<file path="config.mk">
export PLATFORM = sky130hd
export DESIGN_NAME = depth_tester
export DESIGN_NICKNAME = d
export VERILOG_FILES = /design/src/rtl/depth_tester.sv
export SDC_FILE = /design/constraint.sdc
export NUM_CORES = 1
export LEC_CHECK = 0
export CORE_MARGIN = 2
export CORE_UTILIZATION = 30
export CTS_CLUSTER_SIZE = 16
export DETAILED_ROUTE_END_ITERATION = 8
export GPL_TIMING_DRIVEN = 0
export REMOVE_ABC_BUFFERS = 1
export SLEW_MARGIN = 20
export SYNTH_ARGS = -nofsm -noshare
export SYNTH_HDL_FRONTEND = slang
export SYNTH_SLANG_ARGS = --single-unit
</file>
<file path="constraint.sdc">
create_clock -name clock -period 8.4 [get_ports clock]
set_input_delay 0.84 -clock clock [delete_from_list [all_inputs] [get_ports clock]]
set_output_delay 0.84 -clock clock [all_outputs]
set_load 0.05 [all_outputs]
</file>
<file path="src/rtl/depth_tester.sv">
// Per-fragment depth test: reads the stored z value, and when the new fragment is
// closer writes its colour and then its depth; otherwise the fragment is discarded.
module depth_tester #(
  parameter logic [25:0] ZB_OFFSET = 26'h0100000,
  parameter bit          CMP_LE    = 1'b0
) (
  input  logic        clock,
  input  logic        reset,
  input  logic [25:0] in_addr,
  input  logic [23:0] in_color,
  input  logic [31:0] in_depth,
  input  logic        in_valid,
  input  logic        done_in,
  output logic        stall_out,
  output logic        mem_req,
  output logic        mem_we,
  output logic [25:0] mem_addr,
  output logic [31:0] mem_wdata,
  input  logic        mem_ready,
  input  logic [31:0] mem_rdata,
  input  logic        mem_rvalid,
  output logic        done_out,
  output logic [31:0] pass_cnt,
  output logic [31:0] fail_cnt
);

  typedef enum logic [2:0] {IDLE, RD_REQ, RD_WAIT, WR_COLOR, WR_DEPTH} state_t;

  state_t             state;
  logic [25:0]        frag_addr;
  logic [23:0]        frag_color;
  logic signed [31:0] frag_depth;
  logic               early_valid;
  logic signed [31:0] early_data;
  logic signed [31:0] stored_depth;
  logic               depth_valid;
  logic               depth_pass;
  logic [25:0]        frag_zaddr;
  logic [25:0]        in_zaddr;

  assign stall_out  = (state != IDLE);
  assign frag_zaddr = frag_addr + ZB_OFFSET;
  assign in_zaddr   = in_addr + ZB_OFFSET;

  // A read response that lands in the same cycle the read is accepted is parked
  // here so RD_WAIT can still act on it.
  assign stored_depth = early_valid ? early_data : mem_rdata;
  assign depth_valid  = early_valid || mem_rvalid;
  assign depth_pass   = CMP_LE ? (frag_depth <= stored_depth) : (frag_depth < stored_depth);

  always_ff @(posedge clock or negedge reset) begin
    if (!reset) begin
      state       <= IDLE;
      frag_addr   <= '0;
      frag_color  <= '0;
      frag_depth  <= '0;
      early_valid <= 1'b0;
      early_data  <= '0;
      mem_req     <= 1'b0;
      mem_we      <= 1'b0;
      mem_addr    <= '0;
      mem_wdata   <= '0;
      done_out    <= 1'b0;
      pass_cnt    <= '0;
      fail_cnt    <= '0;
    end else begin
      if (!done_in) begin
        done_out <= 1'b0;
      end else if (state == IDLE && !in_valid) begin
        done_out <= 1'b1;
      end

      case (state)
        IDLE: begin
          early_valid <= 1'b0;
          if (in_valid) begin
            frag_addr  <= in_addr;
            frag_color <= in_color;
            frag_depth <= in_depth;
            mem_req    <= 1'b1;
            mem_we     <= 1'b0;
            mem_addr   <= in_zaddr;
            state      <= RD_REQ;
          end
        end
        RD_REQ: begin
          if (mem_ready) begin
            mem_req <= 1'b0;
            state   <= RD_WAIT;
            if (mem_rvalid) begin
              early_valid <= 1'b1;
              early_data  <= mem_rdata;
            end
          end
        end
        RD_WAIT: begin
          if (depth_valid) begin
            early_valid <= 1'b0;
            if (depth_pass) begin
              mem_req   <= 1'b1;
              mem_we    <= 1'b1;
              mem_addr  <= frag_addr;
              mem_wdata <= {8'h00, frag_color};
              state     <= WR_COLOR;
            end else begin
              fail_cnt <= fail_cnt + 32'd1;
              state    <= IDLE;
            end
          end
        end
        WR_COLOR: begin
          if (mem_ready) begin
            mem_addr  <= frag_zaddr;
            mem_wdata <= frag_depth;
            state     <= WR_DEPTH;
          end
        end
        WR_DEPTH: begin
          if (mem_ready) begin
            mem_req  <= 1'b0;
            mem_we   <= 1'b0;
            pass_cnt <= pass_cnt + 32'd1;
            state    <= IDLE;
          end
        end
        default: state <= IDLE;
      endcase
    end
  end

endmodule

</file>
==> metrics.txt <==
Vias=~8.1k; Die Footprint=roughly 40000 µm²; Pleak=slightly below 7 nW; DP Worst Slack=3.317 ns; Post-Syn Area=~11000 µm²; initial antenna violation count=7; CTS Buf Count=28; commonest cells after routing, fill and taps aside=clkdlybuf4s50_1 (244), dfrtp_1 (242), mux2_2 (142), mux2i_1 (61), nor2_1 (55); Max stage delay on crit path=1.06 ns; CP Max Fanout=26; Max Slew Vio Count=0; post-CTS setup buffers=0; crit end category=flop; initial core utilization=between 30% and 40%; Fmax=around 210 MHz; Pwr Density=369.3 nW/µm²; Seq/Total Area, Yosys=a little over half; core box area=about 38000 µm²; Routed WL per cell=about 17 µm; Yosys top cell area share=between 50% and 60%; drt pass-1 iters=6; number of global-route vias before repair=8022; worst vdd ir=~210 µV; hold_buf cts=0; worst skew pair latency=between 0.5 and 0.6 ns; commonest non-fill, non-tap cell in the layout=clkdlybuf4s50_1; NumNets Final=1333; HPWL Detailed=between 20000 and 25000 µm; Root Buffer=clkbuf_16; Worst slew margin=33.58%; Synth Flop Type=dfrtp_1; Synth Warn #=0; biggest area consumer among synthesized cells=dfrtp_1; Die W=about 200 µm; Area contributors post-synth=dfrtp_1 (53%), mux2_2 (14%), mux2i_1 (5.3%); post_cts resized=0; CP Class=flop to flop; ANT nets after route=0; Final GP Congestion=0.7599; Max H-tree Level=1; final routed DRC violation total=0; number of flops mapped to enable cells by yosys=0; number of max-cap violations=0; Cell Chain, Critical Path=buf_12 > mux2i_1 > ha_1 > a21oi_1 > a21boi_0 > or4_1 > a22o_1 > or4_2 > nand2_2 > a22oi_1; via/cell ratio=4.754; setup violators final=0; Congestion Overflow GR=0; CP required=8.78 ns; unrepaired setup endpoints after global routing=no; Syn Inst Count=928; CTS tree=done; multi-input logic area=5120 µm²; DIE HEIGHT=199.1 µm; largest net degree at the start of global routing=93; Setup crit start kind=flop; syn avg cell area=12.30 µm²; GR Util All Layers=between 10% and 20%; Reg clk slew, reported paths=around 0.060 ns; initial DRC count=between 300 and 400; Port-buffer cells=between 200 and 250; Worst-Margin Slew=a little under 1 ns; Hold Violations, Final=0; Area growth, synth to finish=36.34%; Final Critical Period=roughly 4.7 ns; CTS Buffer Depth=3; run status=finished clean; Tcrit/Tclk final=a little under three fifths; worst setup margin=~3.7 ns; Seq cells post-synth=around 240; min-delay worst type=input port to async pin; Crit-path slowest cell=or4_2; register area=approximately 6000 µm²; Std-Cell Rows=between 70 and 80; share of cells above drive strength 1=17.99%; Clock Sink Count=243; io pins=between 200 and 250; Data arrival, critical path=~5 ns; Min Hold Slack=approximately 0.24 ns; fill cell count=3609; Worst Skew=~0.019 ns; FFs w/ async S/R, synth=100.0%; WL final=between 20000 and 30000 µm; Synth cell types=between 40 and 50; global-route wire length before repair=approximately 46000 µm
power by group:
group,total [W],internal [W],switching [W]
clock network,0.00120,0.000728,0.000476
logic,0.00261,0.00115,0.00146
registers,0.00193,0.00163,0.000305
total,0.00575,0.00351,0.00224
stage by stage:
stage | area, µm² | power, W | TNS (ns) | std cells | utilization [%]
final | 15560 | 0.005747 | 0 | 1708 | 41.41
after detailed placement | 14660 | 0.004595 | 0 | 1660 | 39.01
after CTS | 15550 | 0.005838 | 0 | 1706 | 41.39
after global placement | 14310 | 0.004501 | -1461.58 | 1638 | 38.07
after global routing | 15560 | 0.006115 | 0 | 1706 | 41.40
after floorplan | 11210 | 0.003663 | 0 | 882 | -
flip-flops by register name, summed over array words and instances (netlist names):
register	count
done_out	1
early_data	32
early_valid	1
fail_cnt	32
frag_addr	26
frag_color	24
frag_depth	32
mem_addr	26
mem_req	1
mem_wdata	32
mem_we	1
pass_cnt	32
state	3
cell usage after synthesis (all sizes together) (3+ instances only):
master  number
a21o         4
a21oi       14
a22o         3
a22oi       26
and3         9
and4         6
buf         12
clkbuf      34
dfrtp      243
ha          34
inv         12
mux2       160
mux2i       61
nand2       55
nand3       23
nand4       23
nor2        56
nor2b        3
nor3        18
nor4        13
nor4b        4
o211ai       3
o21ai       20
or4          3
xnor2       30
xor2        37
cells by family (layout without fill, tap and decap cells):
family / after synthesis / count (layout) / share of synthesized area, %
simple gates: 225 / 225 / 9.975
flops: 243 / 243 / 53.27
mux: 221 / 221 / 21.13
other cells: 0 / 2 / 0
buf+inv: 58 / 325 / 2.159
fa+ha+maj: 34 / 34 / 3.727
xor+xnor: 67 / 67 / 5.141
compound gates: 80 / 80 / 4.593
area by class of cell:
type,count,share of cell area [%]
Clock buffer,42,5.298
Timing Repair Buffer,267,17.84
Tap cell,511,4.108
Sequential cell,243,39.08
Clock inverter,4,0.4502
Multi-Input combinational cell,627,32.90
Antenna cell,2,0.03216
Inverter,12,0.2894
metal layers:
metal | track usage [%] | wire [µm] | vias to the layer above
met3 | 4.895 | 2206 | 42
li1 | - | - | 3826
met5 | 0 | 48 | -
met2 | 23.74 | 13740 | 202
met1 | 19.18 | 12980 | 4042
met4 | 3.344 | 627 | 8
worst paths after layout:
kind                               from       endpoint  slack (ns)  cells past startpoint
setup reg to reg            early_valid  mem_wdata[16]        3.66                     10
max in group asynchronous         reset   mem_addr[25]        7.30                      2
min in group clock         fail_cnt[31]   fail_cnt[31]        0.47                      1
setup / recovery            early_valid  mem_wdata[16]        3.66                     10
hold / removal                    reset  frag_depth[1]        0.24                      1
hold reg to reg            fail_cnt[31]   fail_cnt[31]        0.47                      1
worst max-delay path: cells and delay by family, from the launching register on:
kind,cells,cell delay [ns]
and+or+nand+nor,3,2.31
AOI/OAI and AO/OA,4,0.75
DFF,1,0.72
adders and majority gates,1,0.27
buffers and inverters,1,0.26
muxes,1,0.21
No activity file was read; power rests on OpenSTA's default activity.
